--- src/rtl/jailbreak_video_pkg.sv ---
// Default raster timing shared by the H/V generator and the VIDEO block.
// The VIDEO block takes its HP/VP offsets from these same constants.
package jailbreak_video_pkg;
   localparam int H_TOTAL   = 384;
   localparam int H_VISIBLE = 240;
   localparam int HS_START  = 288;
   localparam int HS_WIDTH  = 32;
   localparam int V_TOTAL   = 264;
   localparam int V_VISIBLE = 224;
   localparam int VS_START  = 240;
   localparam int VS_WIDTH  = 8;
   localparam int NMI_LINES = 32;
   localparam int SHIFT_W   = 4;
   localparam int CNT_W     = 9;
endpackage

--- src/rtl/jailbreak_sync_window.sv ---
// In-window flag for a sync pulse whose start point is moved by a signed shift.
// The window never wraps; the elaboration check keeps every legal shift inside [LO, HI).
module jailbreak_sync_window
   import jailbreak_video_pkg::*;
#(
   parameter int START = 0,
   parameter int WIDTH = 1,
   parameter int LO    = 0,
   parameter int HI    = 1 << CNT_W
)(
   input  logic [CNT_W-1:0]   count,
   input  logic [SHIFT_W-1:0] shift,
   output logic               in_win
);
   localparam int SHIFT_MIN = -(1 << (SHIFT_W - 1));
   localparam int SHIFT_MAX = (1 << (SHIFT_W - 1)) - 1;
   localparam logic [CNT_W:0] START_X = START[CNT_W:0];
   localparam logic [CNT_W:0] WIDTH_X = WIDTH[CNT_W:0];

   if ((START + SHIFT_MIN < LO) || (START + SHIFT_MAX + WIDTH > HI)) begin : g_range_check
      $error("sync window %0d+%0d escapes [%0d,%0d) for some shift", START, WIDTH, LO, HI);
   end

   logic [CNT_W:0] cnt_x;
   logic [CNT_W:0] lo;
   logic [CNT_W:0] hi;

   // One extra bit so start+shift+width never aliases back into the raster.
   assign cnt_x  = {1'b0, count};
   assign lo     = START_X + {{(CNT_W + 1 - SHIFT_W){shift[SHIFT_W-1]}}, shift};
   assign hi     = lo + WIDTH_X;
   assign in_win = (cnt_x >= lo) && (cnt_x < hi);
endmodule

--- src/rtl/jailbreak_hvgen.sv ---
// Raster timing generator on VCLKx8: pixel strobes, HP/VP counters, blanks, syncs,
// vblank IRQ and periodic NMI. All flags are registered from next-state counters.
module jailbreak_hvgen
   import jailbreak_video_pkg::*;
#(
   parameter int P_H_TOTAL   = H_TOTAL,
   parameter int P_H_VISIBLE = H_VISIBLE,
   parameter int P_HS_START  = HS_START,
   parameter int P_HS_WIDTH  = HS_WIDTH,
   parameter int P_V_TOTAL   = V_TOTAL,
   parameter int P_V_VISIBLE = V_VISIBLE,
   parameter int P_VS_START  = VS_START,
   parameter int P_VS_WIDTH  = VS_WIDTH,
   parameter int P_NMI_LINES = NMI_LINES
)(
   input  logic               VCLKx8,
   input  logic               RESET_N,
   input  logic [SHIFT_W-1:0] HSHIFT,
   input  logic [SHIFT_W-1:0] VSHIFT,
   input  logic               IRQ_EN,
   input  logic               NMI_EN,
   output logic               VCLK_EN,
   output logic               VCLKx2_EN,
   output logic               VCLKx4_EN,
   output logic [CNT_W-1:0]   HP,
   output logic [CNT_W-1:0]   VP,
   output logic               HBLK,
   output logic               VBLK,
   output logic               HSYNC,
   output logic               VSYNC,
   output logic               VBIRQ,
   output logic               NMIRQ,
   output logic               FRAME
);
   localparam logic [CNT_W-1:0] H_LAST   = 9'(P_H_TOTAL - 1);
   localparam logic [CNT_W-1:0] V_LAST   = 9'(P_V_TOTAL - 1);
   localparam logic [CNT_W-1:0] H_VIS_X  = 9'(P_H_VISIBLE);
   localparam logic [CNT_W-1:0] V_VIS_X  = 9'(P_V_VISIBLE);
   localparam logic [CNT_W-1:0] NMI_MASK = 9'(P_NMI_LINES - 1);

   if ((P_NMI_LINES <= 0) || ((P_NMI_LINES & (P_NMI_LINES - 1)) != 0)) begin : g_nmi_check
      $error("NMI period %0d is not a power of two", P_NMI_LINES);
   end

   logic [2:0]         div;
   logic [CNT_W-1:0]   hp_q, vp_q, hp_n, vp_n;
   logic [SHIFT_W-1:0] hs_q, vs_q, hs_n, vs_n;
   logic               hblk_q, vblk_q, hsync_q, vsync_q;
   logic               vbirq_q, nmirq_q, frame_q;
   logic               tick, line_start, frame_start;
   logic               h_win, v_win;

   assign tick = (div == 3'd7);

   always_comb begin
      hp_n        = hp_q;
      vp_n        = vp_q;
      hs_n        = hs_q;
      vs_n        = vs_q;
      line_start  = tick && (hp_q == H_LAST);
      frame_start = line_start && (vp_q == V_LAST);
      if (tick) begin
         if (line_start) begin
            hp_n = '0;
            vp_n = (vp_q == V_LAST) ? '0 : vp_q + 9'd1;
         end else begin
            hp_n = hp_q + 9'd1;
         end
      end
      // Shifts are only ever adopted at the frame boundary, never mid-raster.
      if (frame_start) begin
         hs_n = HSHIFT;
         vs_n = VSHIFT;
      end
   end

   jailbreak_sync_window #(
      .START (P_HS_START),
      .WIDTH (P_HS_WIDTH),
      .LO    (P_H_VISIBLE),
      .HI    (P_H_TOTAL)
   ) u_hwin (
      .count  (hp_n),
      .shift  (hs_n),
      .in_win (h_win)
   );

   jailbreak_sync_window #(
      .START (P_VS_START),
      .WIDTH (P_VS_WIDTH),
      .LO    (P_V_VISIBLE),
      .HI    (P_V_TOTAL)
   ) u_vwin (
      .count  (vp_n),
      .shift  (vs_n),
      .in_win (v_win)
   );

   always_ff @(posedge VCLKx8) begin
      if (!RESET_N) begin
         div     <= '0;
         hp_q    <= '0;
         vp_q    <= '0;
         hs_q    <= '0;
         vs_q    <= '0;
         hblk_q  <= 1'b0;
         vblk_q  <= 1'b0;
         hsync_q <= 1'b0;
         vsync_q <= 1'b0;
         vbirq_q <= 1'b0;
         nmirq_q <= 1'b0;
         frame_q <= 1'b0;
      end else begin
         div     <= div + 3'd1;
         vbirq_q <= 1'b0;
         nmirq_q <= 1'b0;
         if (tick) begin
            hp_q    <= hp_n;
            vp_q    <= vp_n;
            hs_q    <= hs_n;
            vs_q    <= vs_n;
            hblk_q  <= (hp_n >= H_VIS_X);
            vblk_q  <= (vp_n >= V_VIS_X);
            hsync_q <= h_win;
            vsync_q <= v_win;
            vbirq_q <= IRQ_EN && line_start && (vp_n == V_VIS_X);
            nmirq_q <= NMI_EN && line_start && ((vp_n & NMI_MASK) == '0);
            if (frame_start) frame_q <= ~frame_q;
         end
      end
   end

   assign VCLK_EN   = (div == 3'd7);
   assign VCLKx2_EN = (div[1:0] == 2'd3);
   assign VCLKx4_EN = div[0];
   assign HP        = hp_q;
   assign VP        = vp_q;
   assign HBLK      = hblk_q;
   assign VBLK      = vblk_q;
   assign HSYNC     = hsync_q;
   assign VSYNC     = vsync_q;
   assign VBIRQ     = vbirq_q;
   assign NMIRQ     = nmirq_q;
   assign FRAME     = frame_q;
endmodule
--- config.mk ---
export PLATFORM = sky130hd
export DESIGN_NAME = jailbreak_hvgen
export DESIGN_NICKNAME = d
export VERILOG_FILES = /design/src/rtl/jailbreak_video_pkg.sv /design/src/rtl/jailbreak_sync_window.sv /design/src/rtl/jailbreak_hvgen.sv
export SDC_FILE = /design/constraint.sdc
export NUM_CORES = 1
export LEC_CHECK = 0
export BUFFER_PORTS_ARGS = -buffer_cell sky130_fd_sc_hd__buf_2
export CORE_ASPECT_RATIO = 1.4
export CORE_UTILIZATION = 59
export DETAILED_ROUTE_END_ITERATION = 6
export PLACE_DENSITY = 0.85
export SKIP_LAST_GASP = 1
export SLEW_MARGIN = 20
export SYNTH_ARGS = -nofsm -noshare
export SYNTH_HDL_FRONTEND = slang
export SYNTH_SLANG_ARGS = --single-unit
--- constraint.sdc ---
create_clock -name VCLKx8 -period 6.48 [get_ports VCLKx8]
set_clock_uncertainty 0.2 [all_clocks]
set_input_delay 0.972 -clock VCLKx8 [delete_from_list [all_inputs] [get_ports VCLKx8]]
set_output_delay 0.972 -clock VCLKx8 [all_outputs]
set_load 0.01 [all_outputs]
# Word-level counts from Yosys, hierarchy flattened
# Index checks and enable logic that the tools add are counted.
[totals]
ff_bits = 36
latch_bits = 0
mem_bits_rw = 0
rom_bits = 0
output_inout_bits = 28
wordCells = 49
n_memories = 0
[classes]
n_addsub = 7
n_mul = 0
div_mod_pow = 0
magnitude_cmp = 6
n_eq_ne = 5
n_shift = 0
n_mux = 7
bitwise = 1
n_reduce_logical = 11
[ops]
columns = ["op", "count"]
rows = [
  ["9-bit 2-to-1 mux", 5],
  ["9-bit by 10-bit greater-or-equal comparator with 1-bit output", 2],
  ["9-bit by 10-bit less-than comparator with 1-bit output", 2],
  ["9-bit by 1-bit adder with 9-bit output, second input constant", 2],
  ["9-bit == test, second input constant", 2],
  ["9-bit by 8-bit greater-or-equal comparator with 1-bit output, second input constant", 2],
  ["10-bit by 4-bit adder with 10-bit output, second input constant", 1],
  ["10-bit by 6-bit adder with 10-bit output, second input constant", 1],
  ["9-bit by 10-bit adder with 10-bit output, first input constant", 1],
  ["9-bit by 4-bit adder with 10-bit output, first input constant", 1],
  ["9-bit by 8-bit == test with 1-bit output, second input constant", 1],
  ["9-bit logical NOT", 1],
  ["1-bit logical AND", 8],
  ["4-bit 2-to-1 mux", 2],
  ["2-bit AND reduction", 2],
  ["3-bit by 1-bit adder with 3-bit output, second input constant", 1],
  ["3-bit == test, second input constant", 1],
  ["2-bit == test, second input constant", 1],
  ["1-bit NOT", 1],
]

# Depth between registers and ports, before layout
# Gate-level depths: netlist (run 1).
[depth]
word_depth = 8
ltp_mapped = 15
ltp_nobuf = 14

# By module
# Synthesis (run 1) repeated with hierarchy kept, for this count alone.
[unflattened]
cells_unflattened = 243
hier_area_um2 = 2173.3
[modules_own_cells]
columns = ["module", "instances", "cells_each", "area_per_inst_um2", "seq_area_each_um2"]
rows = [
  ["jailbreak_hvgen", 1, 190, 1775.5, 720.7],
  ["jailbreak_sync_window at u_hwin", 1, 30, 222.7, 0.0],
  ["jailbreak_sync_window at u_vwin", 1, 23, 175.2, 0.0],
]

# Least setup slack after synthesis (run 1)
# Ideal clock, no wire load.
[synth_timing]
kind = "register to register"
from = "register div[0]"
to = "register vsync_q, in the netlist VSYNC"
setup_time_ps = 59
arrival_ps = 3118
t_required_ps = 6221
setup_slack_ps = 3103
path_stages_with_launch = 15
path_buffers = 1
period_less_slack_ps = 3377
path_cell_list = "dfxtp_1 ha_1 ha_1 nand3_1 nor3_1 clkbuf_1 nand4_1 o31ai_1 ha_1 inv_1 nand2_1 o21ai_0 nand3_1 o32ai_2 a22o_1"
[synth_via]
word_cells_on_any_way = 11
[synth_rtl]
columns = ["element", "line", "rtl"]
rows = [
  ["start, declared", "jailbreak_hvgen.sv:45", "logic [2:0] div;"],
  ["start signal, assigned", "jailbreak_hvgen.sv:114", "div <= div + 3'd1;"],
  ["3-bit == test (*)", "-", ""],
  ["named net VCLK_EN", "jailbreak_hvgen.sv:22", "output logic VCLK_EN,"],
  ["1-bit logical AND", "jailbreak_hvgen.sv:60", "line_start = tick && (hp_q == H_LAST);"],
  ["9-bit 2-to-1 mux", "jailbreak_hvgen.sv:63", "if (line_start) begin"],
  ["9-bit 2-to-1 mux (*)", "jailbreak_hvgen.sv:62", "if (tick) begin"],
  ["named net u_vwin.count[3]", "jailbreak_sync_window.sv:11", "input logic [CNT_W-1:0] count,"],
  ["9-bit by 10-bit greater-or-equal comparator with 1-bit output / 9-bit by 10-bit less-than comparator with 1-bit output (equally long branches)", "jailbreak_sync_window.sv:32", "assign in_win = (cnt_x >= lo) && (cnt_x < hi);"],
  ["1-bit logical AND (*)", "jailbreak_sync_window.sv:32", ""],
  ["end signal, assigned", "jailbreak_hvgen.sv:125", "vsync_q <= v_win;"],
  ["end, declared", "jailbreak_hvgen.sv:48", "logic hblk_q, vblk_q, hsync_q, vsync_q;"],
]
# The timed path passes the listed nets; every way through them passes the cells marked *.
# A chain may end at the register's enable or synchronous reset.

# Final worst setup path (run 1)
[layout_timing]
from = "register div[0]"
to = "register hsync_q, in the netlist HSYNC"
[layout_via]
elab_chain_len = 8
word_cells_on_any_way = 11
[layout_lines]
columns = ["element", "line", "rtl"]
rows = [
  ["3-bit == test (*)", "jailbreak_hvgen.sv:53", "assign tick = (div == 3'd7);"],
  ["1-bit logical AND", "jailbreak_hvgen.sv:60", ""],
  ["1-bit logical AND", "jailbreak_hvgen.sv:61", "frame_start = line_start && (vp_q == V_LAST);"],
  ["4-bit 2-to-1 mux", "jailbreak_hvgen.sv:71", "if (frame_start) begin"],
  ["9-bit by 10-bit adder with 10-bit output", "jailbreak_sync_window.sv:30", "assign lo = START_X + {{(CNT_W + 1 - SHIFT_W){shift[SHIFT_W-1]}}, shift};"],
  ["10-bit by 6-bit adder with 10-bit output", "jailbreak_sync_window.sv:31", "assign hi = lo + WIDTH_X;"],
  ["9-bit by 10-bit less-than comparator with 1-bit output", "jailbreak_sync_window.sv:32", ""],
  ["1-bit logical AND", "jailbreak_sync_window.sv:32", ""],
  ["end signal, assigned", "jailbreak_hvgen.sv:124", "hsync_q <= h_win;"],
  ["end, declared", "jailbreak_hvgen.sv:48", ""],
]
# Mark *: on every way between the ends. The rest lies on a longest branch, timed or not.

==> out/metrics.yaml, run 1 <==
fmax_mhz: 223
yosys_register_bits: 36
avgSynthCellArea_um2: 8.99
grt_setup_unrepaired: "no"
setup_viol: 0
ant_nets: 0
synth-warning-count: 0
crit_slowest_cell: "nor3_1"
dr.pass1.iters: 4
dieArea_um2: 3700
synth_async_sr_flop_share_pct: 0
coreArea_um2: 3210
cts_setup_buffers: 0
overflow: 0
irDropWorstVdd_v: 0.000139
ys_top_cells_by_count: "dfxtp_1 (36), and2_1 (20), ha_1 (17), nand2_1 (17), nor2b_1 (14)"
finalHoldViolations: 0
finalCritPeriodShare_pct: 69.1
area_growth_pct: 13.7
synthCells: 227
cp_common_cell: "ha_1"
pwr_density_cell_nw_per_um2: 171
track_usage_pct: 27.6
cts_resized: 0
yosys.area.top_type_share_pct: 35.3
path_buf_inv: 0
synth.most_common_cell: "dfxtp_1"
grt_pass1_wl_um: 7560
p_leak_nw: 1.05
grt_pass1_vias: 1720
rrSetupSlack_ns: 2.00
vias: 1719
wl_um: 4480
drc: 0
yosysSeqAreaShare_pct: 35.3
min_period_ns: 4.48
port_buffers: 39
synth_area_um2: 2040
worstPathMaxFanout: 15
worst_pin_slew_ns: 1.03
via_per_inst: 5.67
critPathRequiredTime_ns: 6.52
slew_violations: 0
cts_made_buffers: 5
nets: 292
wl_per_cell_um: 14.8
setup_ws_ns: 2.00
clk_latency_ns: 0.29
die_h_um: 71.6
critPathCaptureType: "flop"
drive_gt1_share_pct: 22.3
synth_cell_types: 46
path_cells: "ha_1 > ha_1 > nand3_1 > nor3_1 > and2_4 > mux2i_1 > ha_1 > and2_0 > a221oi_1 > o22a_1 > o311a_1"
grt_max_degree: 36
cts-htree-levels: 2
start_util_pct: 63.5
drtIter0Drc: 63
critical_path_arrival_ns: 4.52
hold_class: "reg2reg"
status: "finished clean"
max-cap-violations: 0
antenna_found_initial: 0
ios: 40
yosysTopAreaCell: "dfxtp_1"
die_w_um: 51.7
cts_buffer_depth: 2
rows: 24
start_kind: "flop"
cts_hold_buf: 0
setup_tns_ns: 0
cts_tree: "yes"
antenna_cells: 0
critPathKind: "reg2reg"
clock-sinks: 36
place_hpwl_um: 3290
detailedPlace.worstSlack_ns: 2.04
syn_nets: 256
ys.flop_type: "dfxtp_1"
path_clk_slew_ns: 0.07
slew_headroom_pct: 30.5
cts_root_buffer: "clkbuf_8"
place_congestion: 0.830
critPathTopFamily: "simple AND/OR/NAND/NOR gates"
cpPeakStageDelay_ns: 0.91
synth_edf_count: 0
ys_top_cells_by_area: "dfxtp_1 (35%), ha_1 (10%), and2_1 (6.1%)"
-- cell type report --
cell class | count | area (um^2)
Multi-Input combinational cell | 173 | 1230
Fill cell | 265 | 893
Sequential cell | 36 | 721
Timing Repair Buffer | 39 | 195
Clock buffer | 6 | 82.6
Tap cell | 39 | 48.8
Inverter | 8 | 30.0
Clock inverter | 2 | 10.0
-- through the flow --
stage / std cells / utilization (%) / power [mW] / instance area, um^2 / hold slack [ns]
floorplan: 227 / - / 0.234 / 2040 / 0.264
global placement: 295 / 69.3 / 0.239 / 2230 / 0.226
detailed placement: 295 / 69.3 / 0.240 / 2230 / 0.238
CTS: 303 / 72.2 / 0.403 / 2320 / 0.249
global route: 303 / 72.2 / 0.412 / 2320 / 0.287
finish: 303 / 72.2 / 0.398 / 2320 / 0.246
-- registers in the layout (all words and copies together) (netlist names) --
register and count:
div 3, VP 9, vs_q 4, VBIRQ 1, HP 9, hs_q 4, VBLK 1, VSYNC 1
HBLK 1, FRAME 1, HSYNC 1, NMIRQ 1
-- cells in the final DEF, fill, tap and decap left out, types with 4 or more instances in the layout --
cell	n
nor3_1	5
and3_1	4
o21ai_0	9
xnor2_1	5
dfxtp_1	36
nand4_1	5
mux2_2	4
inv_1	8
xor2_1	5
ha_1	17
a21oi_1	6
mux2i_1	7
nor2b_1	14
clkbuf_8	6
nand3_1	12
and2_1	20
nor2_1	10
nand2_1	17
buf_2	39
-- power breakdown --
group | total, mW | internal [mW] | switching, mW | leakage (nW)
logic | 0.0112 | 0.00532 | 0.00583 | 0.712
clock network | 0.163 | 0.0847 | 0.0780 | 0.0510
registers | 0.224 | 0.223 | 0.000802 | 0.290
-- layer usage --
layer  part of all wire, %  up-vias  track usage (%)  wire length (um)
met1                    42      792             30.5              1860
met2                    52       49             47.0              2310
li1                      -      867                -                 -
met3                   4.7       11             7.86               209
met4                   2.3        0             13.8               101
met5                     0        -                0                 0
-- cell families (layout without fill, tap and decap cells) --
| kind of cell | count (synthesis) | count (layout) | synth area share, % |
|---|---|---|---|
| adders and majority gates | 17 | 17 | 10.4 |
| muxes | 12 | 12 | 6.31 |
| xor gates and xnor gates | 10 | 10 | 4.29 |
| buffers and inverters | 18 | 55 | 4.29 |
| AOI/OAI and AO/OA | 33 | 33 | 11.2 |
| and+or+nand+nor | 101 | 101 | 28.2 |
| DFF | 36 | 36 | 35.3 |
-- path summary, 6_finish.rpt --
| path | startpoint | cells after the start | end |
|---|---|---|---|
| worst min register to register | div[0]$_SDFF_PN0_ | 1 | div[0]$_SDFF_PN0_ |
| worst min-delay path | div[0]$_SDFF_PN0_ | 1 | div[0]$_SDFF_PN0_ |
| worst max register to register | div[0]$_SDFF_PN0_ | 11 | HSYNC$_SDFFE_PN0N_ |
| worst max-delay path | div[0]$_SDFF_PN0_ | 11 | HSYNC$_SDFFE_PN0N_ |
-- worst reg2reg max path, cell delays in order (launching register included) --
cell and delay [ns]:
dfxtp_1 0.35, ha_1 0.18, ha_1 0.47, nand3_1 0.31
nor3_1 0.91, and2_4 0.40, mux2i_1 0.41, ha_1 0.31
and2_0 0.19, a221oi_1 0.37, o22a_1 0.20, o311a_1 0.13
(Power assumes the default switching activity.)
==> inputs of run 2 (changes only) <==
--- a/config.mk
+++ b/config.mk
@@ -5,11 +5,12 @@
 export SDC_FILE = /design/constraint.sdc
 export NUM_CORES = 1
 export LEC_CHECK = 0
+export ABC_AREA = 1
 export BUFFER_PORTS_ARGS = -buffer_cell sky130_fd_sc_hd__buf_2
 export CORE_ASPECT_RATIO = 1.4
-export CORE_UTILIZATION = 59
+export CORE_UTILIZATION = 50
 export DETAILED_ROUTE_END_ITERATION = 6
-export PLACE_DENSITY = 0.85
+export PLACE_DENSITY = 0.76
 export SKIP_LAST_GASP = 1
 export SLEW_MARGIN = 20
 export SYNTH_ARGS = -nofsm -noshare
==> constraint.sdc (replaced) <==
create_clock -name VCLKx8 -period 4 [get_ports VCLKx8]
set_clock_uncertainty 0.2 [all_clocks]
set_input_delay 0.6 -clock VCLKx8 [delete_from_list [all_inputs] [get_ports VCLKx8]]
set_output_delay 0.6 -clock VCLKx8 [all_outputs]
set_load 0.01 [all_outputs]
==> run 2 against run 1 <==
Effect of this change: routed wire length rose by 9.3%; power up 63%; register-to-register slack got worse by 1.4 ns; synthesized cell count is 36% higher; via count increased by 23%; highest routed layer unchanged; maximum frequency is 31% higher; clock power rose by 63%.
==> out/metrics.yaml, run 2 <==
status: "finished clean"
critical_path_arrival_ns: 3.43  # -1.09 ns
vias: 2112  # +23%
irDropWorstVdd_v: 0.000157  # +13%
antenna_found_initial: 0  # unchanged
cts_buffer_depth: 2  # unchanged
path_clk_slew_ns: 0.08  # about the same
r2r_start: "div[0]$_SDFF_PN0_"
worstPathMaxFanout: 11  # -4
ant_nets: 0  # unchanged
syn_nets: 338  # +32%
max-cap-violations: 0  # unchanged
overflow: 0  # unchanged
slew_violations: 0  # unchanged
setup_tns_ns: 0  # unchanged
avgSynthCellArea_um2: 7.17  # -20%
yosys.area.top_type_share_pct: 32.5  # -2.8 points
fin_area_um2: 2530  # +9.3%
hold_class: "reg2reg"
port_buffers: 39  # unchanged
synth_area_um2: 2210  # +8.5%
ys.flop_type: "dfxtp_1"
yosysSeqAreaShare_pct: 32.5  # -2.8 points
cts_resized: 0  # unchanged
worst_pin_slew_ns: 0.925  # -0.109 ns
dieArea_um2: 4700  # +27%
grt_pass1_wl_um: 8220  # +8.9%
grt_pass1_vias: 1951  # +13%
cts_setup_buffers: 0  # unchanged
rows: 28  # +17%
nets: 379  # +30%
slew_headroom_pct: 38.3  # +7.7 points
p_leak_nw: 1.41  # +34%
wl_um: 4890  # +9.3%
yosys_register_bits: 36  # unchanged
clk_latency_ns: 0.30  # about the same
antenna_cells: 0  # unchanged
critPathRequiredTime_ns: 4.02  # -2.50 ns
synth_cell_types: 38  # -17%
fmax_mhz: 293  # +31%
finalHoldViolations: 0  # unchanged
min_from: "div[0]$_SDFF_PN0_"
yosysTopAreaCell: "dfxtp_1"
die_w_um: 58.2  # +13%
setup_viol: 0  # unchanged
coreArea_um2: 4240  # +32%
place_congestion: 0.832  # +0.18%
final_cell_count_no_fill: 411  # +36%
final_cell_mix: "nand2_1 (55), nor2_1 (55), inv_1 (43)"
cts_root_buffer: "clkbuf_8"
min_period_ns: 3.41  # -1.07 ns
start_kind: "flop"
finalPower_uw: 646  # +63%
cts_tree: "yes"
dr.pass1.iters: 4  # unchanged
synth-warning-count: 0  # unchanged
grt_setup_unrepaired: "no"
synth_edf_count: 0  # unchanged
drtIter0Drc: 89  # +41%
ys_top_cells_by_area: "dfxtp_1 (33%), ha_1 (9.6%), nand2_1 (9.3%)"
critPathCaptureType: "flop"
cts_hold_buf: 0  # unchanged
track_usage_pct: 22.7  # -4.9 points
synth_async_sr_flop_share_pct: 0  # unchanged
grt_max_degree: 30  # -17%
dp_cells: 403  # +37%
start_util_pct: 52.2  # -11 points
clock-sinks: 36  # unchanged
drc: 0  # unchanged
pwr_density_cell_nw_per_um2: 255  # +49%
cts_made_buffers: 5  # unchanged
via_per_inst: 5.14  # -9.4%
drive_gt1_share_pct: 21.7  # -0.70 points
critPathKind: "reg2reg"
area_growth_pct: 14.5
ys_top_cells_by_count: "nand2_1 (55), nor2_1 (55), inv_1 (43)"
ios: 40  # unchanged
die_h_um: 80.7  # +13%
place_hpwl_um: 3840  # +17%
finalCritPeriodShare_pct: 85.3  # +16 points
synthCells: 309  # +36%
crit_start: "div[0]$_SDFF_PN0_"
cts-htree-levels: 2  # unchanged
dpl_cell_area_um2: 2440  # +9.7%
wl_per_cell_um: 11.9  # -19%
## run 2: changes by cell type after synthesis, moves of 5 or more
cell / delta
nor2_1: +45
nand2_1: +38
inv_1: +35
and2_1: -19
nor2b_1: -14
nand3_1: +7
nand3_2: +6
nand2_2: +5
xnor2_1: -5
## run 2: final cells by class
cell class              count  area [um^2]
clock inverters             3         23.8
clock buffers               5         68.8
multi-input cells         221         1270
inverters                  47          181
well taps                  60         75.1
repair buffers             39          195
flip-flops and latches     36          721
fillers                   398         1700
## run 2: cell families (layout without fill, tap and decap cells)
family	after synthesis	count (layout)	share of synthesized area [%]
adder cells (fa/ha/maj)	17	17	9.60
flip-flops	36	36	32.5
AO/OA/AOI/OAI	30	30	8.19
buffers and inverters	52	94	10.1
XOR/XNOR	1	1	0.396
multiplexers	4	4	1.81
AND/OR/NAND/NOR	169	169	37.3
## run 2: worst paths after layout
path | end | slack [ns] | cells after the start
worst max-delay path | HSYNC$_SDFFE_PN0N_ | 0.59 | 16
worst min-delay path | div[0]$_SDFF_PN0_ | 0.25 | 1
worst max register to register | HSYNC$_SDFFE_PN0N_ | 0.59 | 16
worst min register to register | div[0]$_SDFF_PN0_ | 0.25 | 1
## run 2: metal layers
layer  GRT usage (%)  part of all wire, %  vias up
li1                -                    -     1075
met1            25.7                   42      975
met2            40.5                   52       49
met3            4.46                  3.9       13
met4            10.2                  2.2        0
met5               0                    0        -
## run 2: worst max-delay path: stages (launching register included)
cell     delay (ns)
dfxtp_1        0.35
ha_1           0.17
ha_1           0.46
nand3_1        0.21
nor2_4         0.20
nand2_4        0.11
nor2_4         0.23
nor2_1         0.06
nor2_1         0.18
inv_1          0.13
ha_1           0.34
a21o_1         0.18
nand3_1        0.07
nand3_1        0.08
a21oi_1        0.13
nand3_1        0.09
a21oi_1        0.13
## run 2: stage by stage
| step | setup WS, ns | util, % | hold slack (ns) |
|---|---|---|---|
| 2_1_floorplan | 0.977 | - | 0.258 |
| 3_3_place_gp | 0.717 | 57.6 | 0.224 |
| 3_5_place_dp | 0.607 | 57.6 | 0.237 |
| 4_1_cts | 0.588 | 59.8 | 0.248 |
| 5_1_grt | 0.272 | 59.8 | 0.274 |
| 6_report | 0.590 | 59.8 | 0.247 |
## run 2: report_power, final
group	switching, mW	total, mW	internal (mW)
registers	0.00125	0.362	0.361
clock network	0.143	0.266	0.123
logic	0.0113	0.0185	0.00718
total	0.155	0.646	0.491
==> inputs of run 3 (changes only) <==
--- a/config.mk
+++ b/config.mk
@@ -8,9 +8,8 @@
 export ABC_AREA = 1
 export BUFFER_PORTS_ARGS = -buffer_cell sky130_fd_sc_hd__buf_2
 export CORE_ASPECT_RATIO = 1.4
-export CORE_UTILIZATION = 50
+export CORE_UTILIZATION = 32
 export DETAILED_ROUTE_END_ITERATION = 6
-export PLACE_DENSITY = 0.76
 export SKIP_LAST_GASP = 1
 export SLEW_MARGIN = 20
 export SYNTH_ARGS = -nofsm -noshare
==> run 3 against run 2 <==
Effect of this change: final area grew 2.9%; worst hold slack gained 0.0010 ns; die area grew 54%; critical endpoint unchanged; largest power group unchanged.
==> out/metrics.yaml, run 3 (synthesis results as in run 2) <==
final_cell_mix: "nand2_1 (55), nor2_1 (55), inv_1 (43)"
path_depth: 16  # unchanged
worst_pin_slew_ns: 1.02  # +0.0992 ns
grt_max_degree: 30  # unchanged
via_per_inst: 4.69  # -8.8%
antenna_cells: 0  # unchanged
cts_root_buffer: "clkbuf_8"
r2r_start: "div[0]$_SDFF_PN0_"
cp_common_cell: "nand3_1"
slew_violations: 0  # unchanged
finalCritPeriodShare_pct: 86.2  # +0.98 points
critPathRequiredTime_ns: 4.01  # about the same
start_util_pct: 33.3  # -19 points
pwr_density_cell_nw_per_um2: 281  # +10%
endpoint: "HSYNC$_SDFFE_PN0N_"
cts-htree-levels: 2  # unchanged
dieArea_um2: 7260  # +54%
dr.pass1.iters: 4  # unchanged
reg2regPathDepth: 16  # unchanged
rrSetupSlack_ns: 0.55  # -0.04 ns
path_cells: "ha_1 > ha_1 > nand3_1 > nor2_4 > nand2_4 > nor2_4 > nor2_1 > nor2_1 > inv_1 > ha_1 > a21o_1 > nand3_1 > nand3_1 > a21oi_1 > nand3_1 > a21oi_1"
path_clk_slew_ns: 0.08  # about the same
critPathKind: "reg2reg"
cts_hold_buf: 0  # unchanged
setup_tns_ns: 0  # unchanged
grt_setup_unrepaired: "no"
drc: 0  # unchanged
cts_buffer_depth: 2  # unchanged
clkPwrFrac_pct: 48.1  # +7.0 points
setup_viol: 0  # unchanged
coreArea_um2: 6660  # +57%
place_congestion: 0.914  # +9.9%
fillers: 734  # +84%
vias: 2077  # -1.7%
wl_um: 5430  # +11%
clk_latency_ns: 0.29  # about the same
drtIter0Drc: 60  # -33%
cts_setup_buffers: 0  # unchanged
fin_area_um2: 2610  # +2.9%
ant_nets: 0  # unchanged
cpPeakStageDelay_ns: 0.46  # about the same
crit_slowest_cell: "ha_1"
cts_resized: 0  # unchanged
critPathCaptureType: "flop"
critical_path_arrival_ns: 3.46  # +0.03 ns
place_hpwl_um: 4250  # +11%
ios: 40  # unchanged
irDropWorstVdd_v: 0.000147  # -6.5%
dpl_cell_area_um2: 2480  # +1.6%
crit_start: "div[0]$_SDFF_PN0_"
p_seq_share_pct: 49.3  # -6.7 points
rows: 35  # +25%
grt_pass1_wl_um: 8940  # +8.6%
finalHoldViolations: 0  # unchanged
drive_gt1_share_pct: 21.7  # unchanged
swShare_pct: 19.9  # -4.1 points
port_buffers: 39  # unchanged
critPathTopFamily: "simple AND/OR/NAND/NOR gates"
status: "finished clean"
area_growth_pct: 17.8
power.internal_uw: 588  # +20%
nets: 379  # unchanged
path_buf_inv: 1  # unchanged
min_period_ns: 3.45  # +0.0392 ns
track_usage_pct: 16.0  # -6.7 points
p_leak_nw: 1.43  # +1.7%
die_h_um: 100  # +24%
cts_tree: "yes"
p_switching_uw: 146  # -5.9%
hold_class: "reg2reg"
max-cap-violations: 0  # unchanged
worstPathMaxFanout: 11  # unchanged
fmax_mhz: 290  # -1.1%
antenna_found_initial: 0  # unchanged
cts_made_buffers: 5  # unchanged
grt_pass1_vias: 1931  # -1.0%
clock-sinks: 36  # unchanged
combPwrFrac_pct: 2.6  # -0.3 points
r2r_end: "HSYNC$_SDFFE_PN0N_"
slew_headroom_pct: 31.6  # -6.6 points
die_w_um: 72.3  # +24%
start_kind: "flop"
overflow: 0  # unchanged
wl_per_cell_um: 12.3  # +3.0%
run 3: stage by stage:
stage	hold WS (ns)	total power [mW]	setup WS [ns]	cells	utilization [%]
6_report	0.248	0.734	0.551	443	39.2
5_1_grt	0.261	0.762	0.255	443	39.2
4_1_cts	0.247	0.744	0.537	443	39.2
3_5_place_dp	0.231	0.390	0.558	435	37.3
3_3_place_gp	0.225	0.390	0.634	435	37.3
2_1_floorplan	0.258	0.380	0.977	309	-
run 3: how the worst min path moves through the flow:
stage,depth (start not counted),end,start
finish,1,div[0]$_SDFF_PN0_,div[0]$_SDFF_PN0_
global route,1,div[0]$_SDFF_PN0_,div[0]$_SDFF_PN0_
CTS,1,div[0]$_SDFF_PN0_,div[0]$_SDFF_PN0_
detailed placement,1,div[0]$_SDFF_PN0_,div[0]$_SDFF_PN0_
global placement,1,div[0]$_SDFF_PN0_,div[0]$_SDFF_PN0_
floorplan,1,div[0]$_SDFF_PN0_,div[0]$_SDFF_PN0_
run 3: final cells by class:
type                            count  area, um^2  area share, %
Inverter                           47         181           6.95
Tap cell                           92         115           4.41
Timing Repair Buffer               39         195           7.48
Multi-Input combinational cell    221        1270           48.7
Sequential cell                    36         721           27.6
Clock inverter                      1        30.0           1.15
Clock buffer                        7        96.3           3.69
run 3: layer usage:
layer,vias to the layer above,global-route usage (%),wire [um],share of wire [%]
li1,1072,-,-,-
met1,939,18.3,2300,42
met2,53,28.4,2770,51
met3,13,3.01,225,4.1
met4,0,6.79,133,2.4
met5,-,0,0,0
run 3: power groups by stage:
| stage | registers (mW) | logic, mW | clock network (mW) |
|---|---|---|---|
| after floorplan | 0.371 | 0.00908 | 0 |
| after global placement | 0.370 | 0.0196 | 0 |
| after detailed placement | 0.370 | 0.0198 | 0 |
| after CTS | 0.362 | 0.0198 | 0.362 |
| after global routing | 0.362 | 0.0214 | 0.379 |
| final | 0.362 | 0.0193 | 0.353 |
